===== config.mk =====
export PLATFORM = sky130hd
export DESIGN_NAME = nbr128_ctrl
export DESIGN_NICKNAME = d
export VERILOG_FILES = /design/src/rtl/nbr128_ctrl.sv
export SDC_FILE = /design/constraint.sdc
export NUM_CORES = 1
export LEC_CHECK = 0
export ABC_AREA = 0
export ABC_CLOCK_PERIOD_IN_PS = 1900
export BUFFER_PORTS_ARGS = -buffer_cell sky130_fd_sc_hd__buf_2
export CAP_MARGIN = 40
export CORE_MARGIN = 8
export CORE_UTILIZATION = 42
export DETAILED_ROUTE_END_ITERATION = 10
export PLACE_DENSITY = 0.81
export SYNTH_ARGS = -nofsm -noshare
export SYNTH_HDL_FRONTEND = slang
export SYNTH_SLANG_ARGS = --single-unit

===== constraint.sdc =====
create_clock -name CLK -period 1.9 [get_ports CLK]
set_input_delay 0.19 -clock CLK [delete_from_list [all_inputs] [get_ports CLK]]
set_output_delay 0.19 -clock CLK [all_outputs]
set_load 0.03 [all_outputs]

===== src/rtl/nbr128_ctrl.sv =====
// rtl/nbr128_ctrl.sv - NBR128 bistable-ring PUF challenge/response controller
// Build macro NBR_MAJORITY_VOTE_EN: run NUM_EVAL evaluations per challenge and majority-vote the response.
// Ports:
//   CLK, RESET_N                     single clock, asynchronous active-low reset
//   CHAL[127:0], CHAL_VALID/READY    host challenge handshake
//   RESP, RESP_VALID/READY           host response handshake (RESP held until accepted)
//   BUSY                             high from accept edge through response handshake
//   PUF_RESET, PUF_C[127:0]          ring reset and challenge to the NBR128 macro
//   PUF_OUT                          asynchronous ring output, 2-flop synchronized
module nbr128_ctrl #(
  parameter int RST_CYCLES    = 8,
  parameter int SETTLE_CYCLES = 256,
  parameter int NUM_EVAL      = 5
) (
  input  logic         CLK,
  input  logic         RESET_N,
  input  logic [127:0] CHAL,
  input  logic         CHAL_VALID,
  output logic         CHAL_READY,
  output logic         RESP,
  output logic         RESP_VALID,
  input  logic         RESP_READY,
  output logic         BUSY,
  output logic         PUF_RESET,
  output logic [127:0] PUF_C,
  input  logic         PUF_OUT
);

  localparam int CNT_MAX = (RST_CYCLES > SETTLE_CYCLES) ? RST_CYCLES : SETTLE_CYCLES;
  localparam int CW      = $clog2(CNT_MAX + 1);

  if (RST_CYCLES < 1) begin : g_bad_rst_cycles
    $error("nbr128_ctrl: RST_CYCLES must be at least 1");
  end
  if (SETTLE_CYCLES < 3) begin : g_bad_settle_cycles
    $error("nbr128_ctrl: SETTLE_CYCLES must be at least 3");
  end
  if ((NUM_EVAL < 1) || ((NUM_EVAL % 2) == 0)) begin : g_bad_num_eval
    $error("nbr128_ctrl: NUM_EVAL must be odd and at least 1");
  end

  typedef enum logic [1:0] {IDLE, RST, SETTLE, DONE} state_t;

  state_t          state, state_d;
  logic [CW-1:0]   cnt, cnt_d;
  logic            chal_ready_d, busy_d, puf_reset_d, resp_d, resp_valid_d;
  logic [127:0]    puf_c_d;
  logic [1:0]      puf_sync;
  logic            accept, rst_done, settle_done, last_eval, vote;

  assign accept      = (state == IDLE) && CHAL_READY && CHAL_VALID;
  assign rst_done    = (state == RST) && (cnt == CW'(RST_CYCLES - 1));
  assign settle_done = (state == SETTLE) && (cnt == CW'(SETTLE_CYCLES - 1));

  // Free-running synchronizer; only its output at settle_done is ever used.
  always_ff @(posedge CLK or negedge RESET_N) begin
    if (!RESET_N) puf_sync <= 2'b00;
    else          puf_sync <= {puf_sync[0], PUF_OUT};
  end

`ifdef NBR_MAJORITY_VOTE_EN
  localparam int EW = $clog2(NUM_EVAL + 1);

  logic [EW-1:0] eval_cnt, ones_cnt;

  always_ff @(posedge CLK or negedge RESET_N) begin
    if (!RESET_N) begin
      eval_cnt <= '0;
      ones_cnt <= '0;
    end else if (accept) begin
      eval_cnt <= '0;
      ones_cnt <= '0;
    end else if (settle_done) begin
      eval_cnt <= eval_cnt + EW'(1);
      ones_cnt <= ones_cnt + EW'(puf_sync[1]);
    end
  end

  assign last_eval = (eval_cnt == EW'(NUM_EVAL - 1));
  assign vote      = (ones_cnt > EW'(NUM_EVAL / 2));
`else
  logic sample_q;

  always_ff @(posedge CLK or negedge RESET_N) begin
    if (!RESET_N)         sample_q <= 1'b0;
    else if (settle_done) sample_q <= puf_sync[1];
  end

  assign last_eval = 1'b1;
  assign vote      = sample_q;
`endif

  always_ff @(posedge CLK or negedge RESET_N) begin
    if (!RESET_N) begin
      state      <= IDLE;
      cnt        <= '0;
      CHAL_READY <= 1'b0;
      BUSY       <= 1'b0;
      PUF_RESET  <= 1'b1;
      PUF_C      <= '0;
      RESP       <= 1'b0;
      RESP_VALID <= 1'b0;
    end else begin
      state      <= state_d;
      cnt        <= cnt_d;
      CHAL_READY <= chal_ready_d;
      BUSY       <= busy_d;
      PUF_RESET  <= puf_reset_d;
      PUF_C      <= puf_c_d;
      RESP       <= resp_d;
      RESP_VALID <= resp_valid_d;
    end
  end

  always_comb begin
    state_d      = state;
    cnt_d        = cnt + CW'(1);
    chal_ready_d = CHAL_READY;
    busy_d       = BUSY;
    puf_reset_d  = PUF_RESET;
    puf_c_d      = PUF_C;
    resp_d       = RESP;
    resp_valid_d = RESP_VALID;

    unique case (state)
      IDLE: begin
        cnt_d        = '0;
        puf_reset_d  = 1'b1;
        chal_ready_d = 1'b1;
        if (accept) begin
          puf_c_d      = CHAL;
          chal_ready_d = 1'b0;
          busy_d       = 1'b1;
          state_d      = RST;
        end
      end
      RST: begin
        puf_reset_d = 1'b1;
        if (rst_done) begin
          state_d = SETTLE;
          cnt_d   = '0;
        end
      end
      SETTLE: begin
        puf_reset_d = 1'b0;
        if (settle_done) begin
          // Park the ring as soon as the sample is taken.
          puf_reset_d = 1'b1;
          cnt_d       = '0;
          state_d     = last_eval ? DONE : RST;
        end
      end
      DONE: begin
        cnt_d       = '0;
        puf_reset_d = 1'b1;
        // First DONE edge publishes the response; RESP_VALID is therefore
        // already high whenever a handshake is recognised here.
        if (!RESP_VALID) begin
          resp_valid_d = 1'b1;
          resp_d       = vote;
        end else if (RESP_READY) begin
          resp_valid_d = 1'b0;
          busy_d       = 1'b0;
          state_d      = IDLE;
        end
      end
      default: state_d = IDLE;
    endcase
  end

endmodule


==> results.cfg <==
[status]
status = complete, no violations

[hold_path]
holdPathStages = 2
holdCritPathClass = input port to flop

[finish]
area_growth_pct = 58.1
nets = 871
fin_util_pct = 67.5
layout-drive-gt1-share_pct = 44.5

[setup_path]
worstPathRequired_ps = 2190
start_kind = flop
crit_fanout = 4
cpPeakStageDelay_ps = 550
r2r_cells = 4
path_delay_family = simple AND/OR/NAND/NOR gates
worstSetupEndpointType = flop
critPathBufInv = 0
slowest_stage = or4_1
arrival_ps = 2150
crit_type = flop to flop
worstPathCellList = or4_1 > o41ai_2 > nand3_2 > mux2_4
critical_path_depth = 4

[timing]
setup_viol = 0
tightest_slew_ps = 404
fin_skew_ps = 6.17
fin_crit_ps = 1860
post-route-period-util_pct = 97.8
rsz0062_at_grt = true
hold_viol_final = 0
slew_headroom_pct = 73.1
fmax_ghz = 0.538
finalSetupTns_ps = 0
drv_slew = 0

[clock_network]
cts_tree = done
clock_path_buffers = 2
cts_buffers = 17
cts_max_level = 4
insertion_delay_ps = 400
clkSinkCount = 147
cts_root_buf = clkbuf_16
clkSlewWorstSetupHoldPaths_ps = 60

[drt]
via_per_inst = 4.70
wl_um = 16200
drtPass1Iterations = 4
ant_nets = 0
num_vias = 4331
drt_iter0_markers = 115
wl_per_cell_um = 17.6
drc = 0

[yosys]
synth_area_leaders = dfrtp_1, mux2_1, mux2_2
syn_nets = 491
syn_inst = 350
synth_top_area_share_pct = 65.1
ys_seq_area_share_pct = 65.6
synth_edf_count = 0
yosysTopAreaCell = dfrtp_1
synthTopCellsByCount = dfrtp_1, mux2_1, mux2_2
avgSynthCellArea_um2 = 16.0
ys_warn_count = 0
synth_area_um2 = 5610
synth.most_common_cell = dfrtp_1
yosys.cell_types.count = 27
synth-seq-cells = 147
async_flop_share_pct = 100
synth_flop_cell = dfrtp_1

[floorplan]
io_pins = 266
fp.dieH_um = 132
dieWidth_um = 132
die_area_um2 = 17300
start_util_pct = 42.7
core_um2 = 13100
row_count = 42

[power]
power_w = 0.00661
vdd_ir_drop_max_mv = 0.536
leakagePower_nw = 5.08
powerDensity_nw_per_um2 = 746

[global_route]
busiest_layer = met2
grt_pass1_wl_um = 26100
grt_pass1_vias = 5014
overflow = 0
met3_usage_pct = 7.47
grt_antenna_before_repair = 4
grt_usage_pct = 18.9
grt_max_degree = 63
grt_use_met1_pct = 18.4
use_met2_pct = 34.1

[placed_design]
io_buffers = 265
gp_congestion = 0.793
dpl.hpwl_um = 10900

[job]
max_cap_viol_count = 0
[logic make-up (layout without fill, tap and decap cells)]
family / after synthesis / count (layout) / share of synthesized area (%)
AO/OA/AOI/OAI: 6 / 6 / 0.870
multiplexers: 133 / 133 / 26.7
XOR/XNOR: 6 / 6 / 0.937
buffers and inverters: 20 / 412 / 1.58
AND/OR/NAND/NOR: 30 / 30 / 2.50
other: 0 / 4 / 0
adder cells (fa/ha/maj): 8 / 8 / 1.78
flip-flops: 147 / 147 / 65.6
[worst paths after layout]
kind	start	endpoint	slack (ps)
hold / removal	CHAL[41]	PUF_C[41]	10
hold reg to reg	puf_sync[0]	puf_sync[1]	360
max in group asynchronous	RESET_N	PUF_RESET	980
setup reg to reg	cnt[4]	state[1]	40
min in group asynchronous	RESET_N	PUF_C[117]	250
setup / recovery	cnt[4]	state[1]	40
[per-stage QoR]
stage	instance area (um2)	instances	setup slack, ps	hold slack (ps)
after global placement	7200	781	71.2	121
final	8870	922	41.6	9.76
after detailed placement	7200	781	8.71	127
after floorplan	5610	350	18.5	-106
after global routing	8870	922	-57.8	1.79
after CTS	8780	914	16.9	0.406
[sequential cells by signal, summed over array words and instances, names as in the netlist]
register    flops
BUSY            1
CHAL_READY      1
PUF_C         128
PUF_RESET       1
RESP            1
RESP_VALID      1
cnt             9
puf_sync        2
sample_q        1
state           2
[placed cells by master, fill, tap and decap left out, drive strengths merged, types with 2 or more instances in the layout]
cell type    instances
buf                273
dfrtp              146
mux2               132
dlygate4sd3        104
clkbuf              22
nor2                13
ha                   8
nand2                6
clkinv               5
diode                4
xnor2                4
nand3                4
inv                  4
clkinvlp             3
and3                 2
xor2                 2
nor2b                2
o21a                 2
[report_power, final]
part           internal [W]  total [W]  switching, W
Sequential          0.00313    0.00313   0.000000630
Clock               0.00189    0.00310       0.00121
Combinational      0.000246   0.000384      0.000138
[metal layers]
metal | share of wire [%] | up-vias | routed length [um]
met2 | 53 | 186 | 8650
li1 | - | 1976 | -
met4 | 3.2 | 0 | 512
met1 | 36 | 2128 | 5860
met3 | 7.5 | 41 | 1210
met5 | 0 | - | 0
[what timing repair did]
| item | CTS | global route |
|---|---|---|
| setup buffers | 0 | 2 |
| endpoints found under the hold margin | 140 | 2 |
| pin swaps | 0 | 2 |
| hold buffers | 102 | 2 |
| gates resized for setup | 3 | 8 |
| setup endpoints to repair | 6 | 94 |
| cloned | 0 | 0 |
[worst reg2reg max path, cell delays in order (launching register included)]
cell and delay (ps):
dfrtp_1 430, or4_1 550, o41ai_2 300, nand3_2 160, mux2_4 320
[area by class of cell]
| cell class | count | area (um2) |
|---|---|---|
| clock buffers | 22 | 474 |
| well taps | 176 | 220 |
| repair buffers | 377 | 2500 |
| inverters | 4 | 15.0 |
| multi-input cells | 183 | 1880 |
| fillers | 934 | 4270 |
| flip-flops and latches | 147 | 3680 |
| clock inverters | 9 | 81.3 |
| diodes | 4 | 10.0 |
No activity file was read; power rests on OpenSTA's default activity.
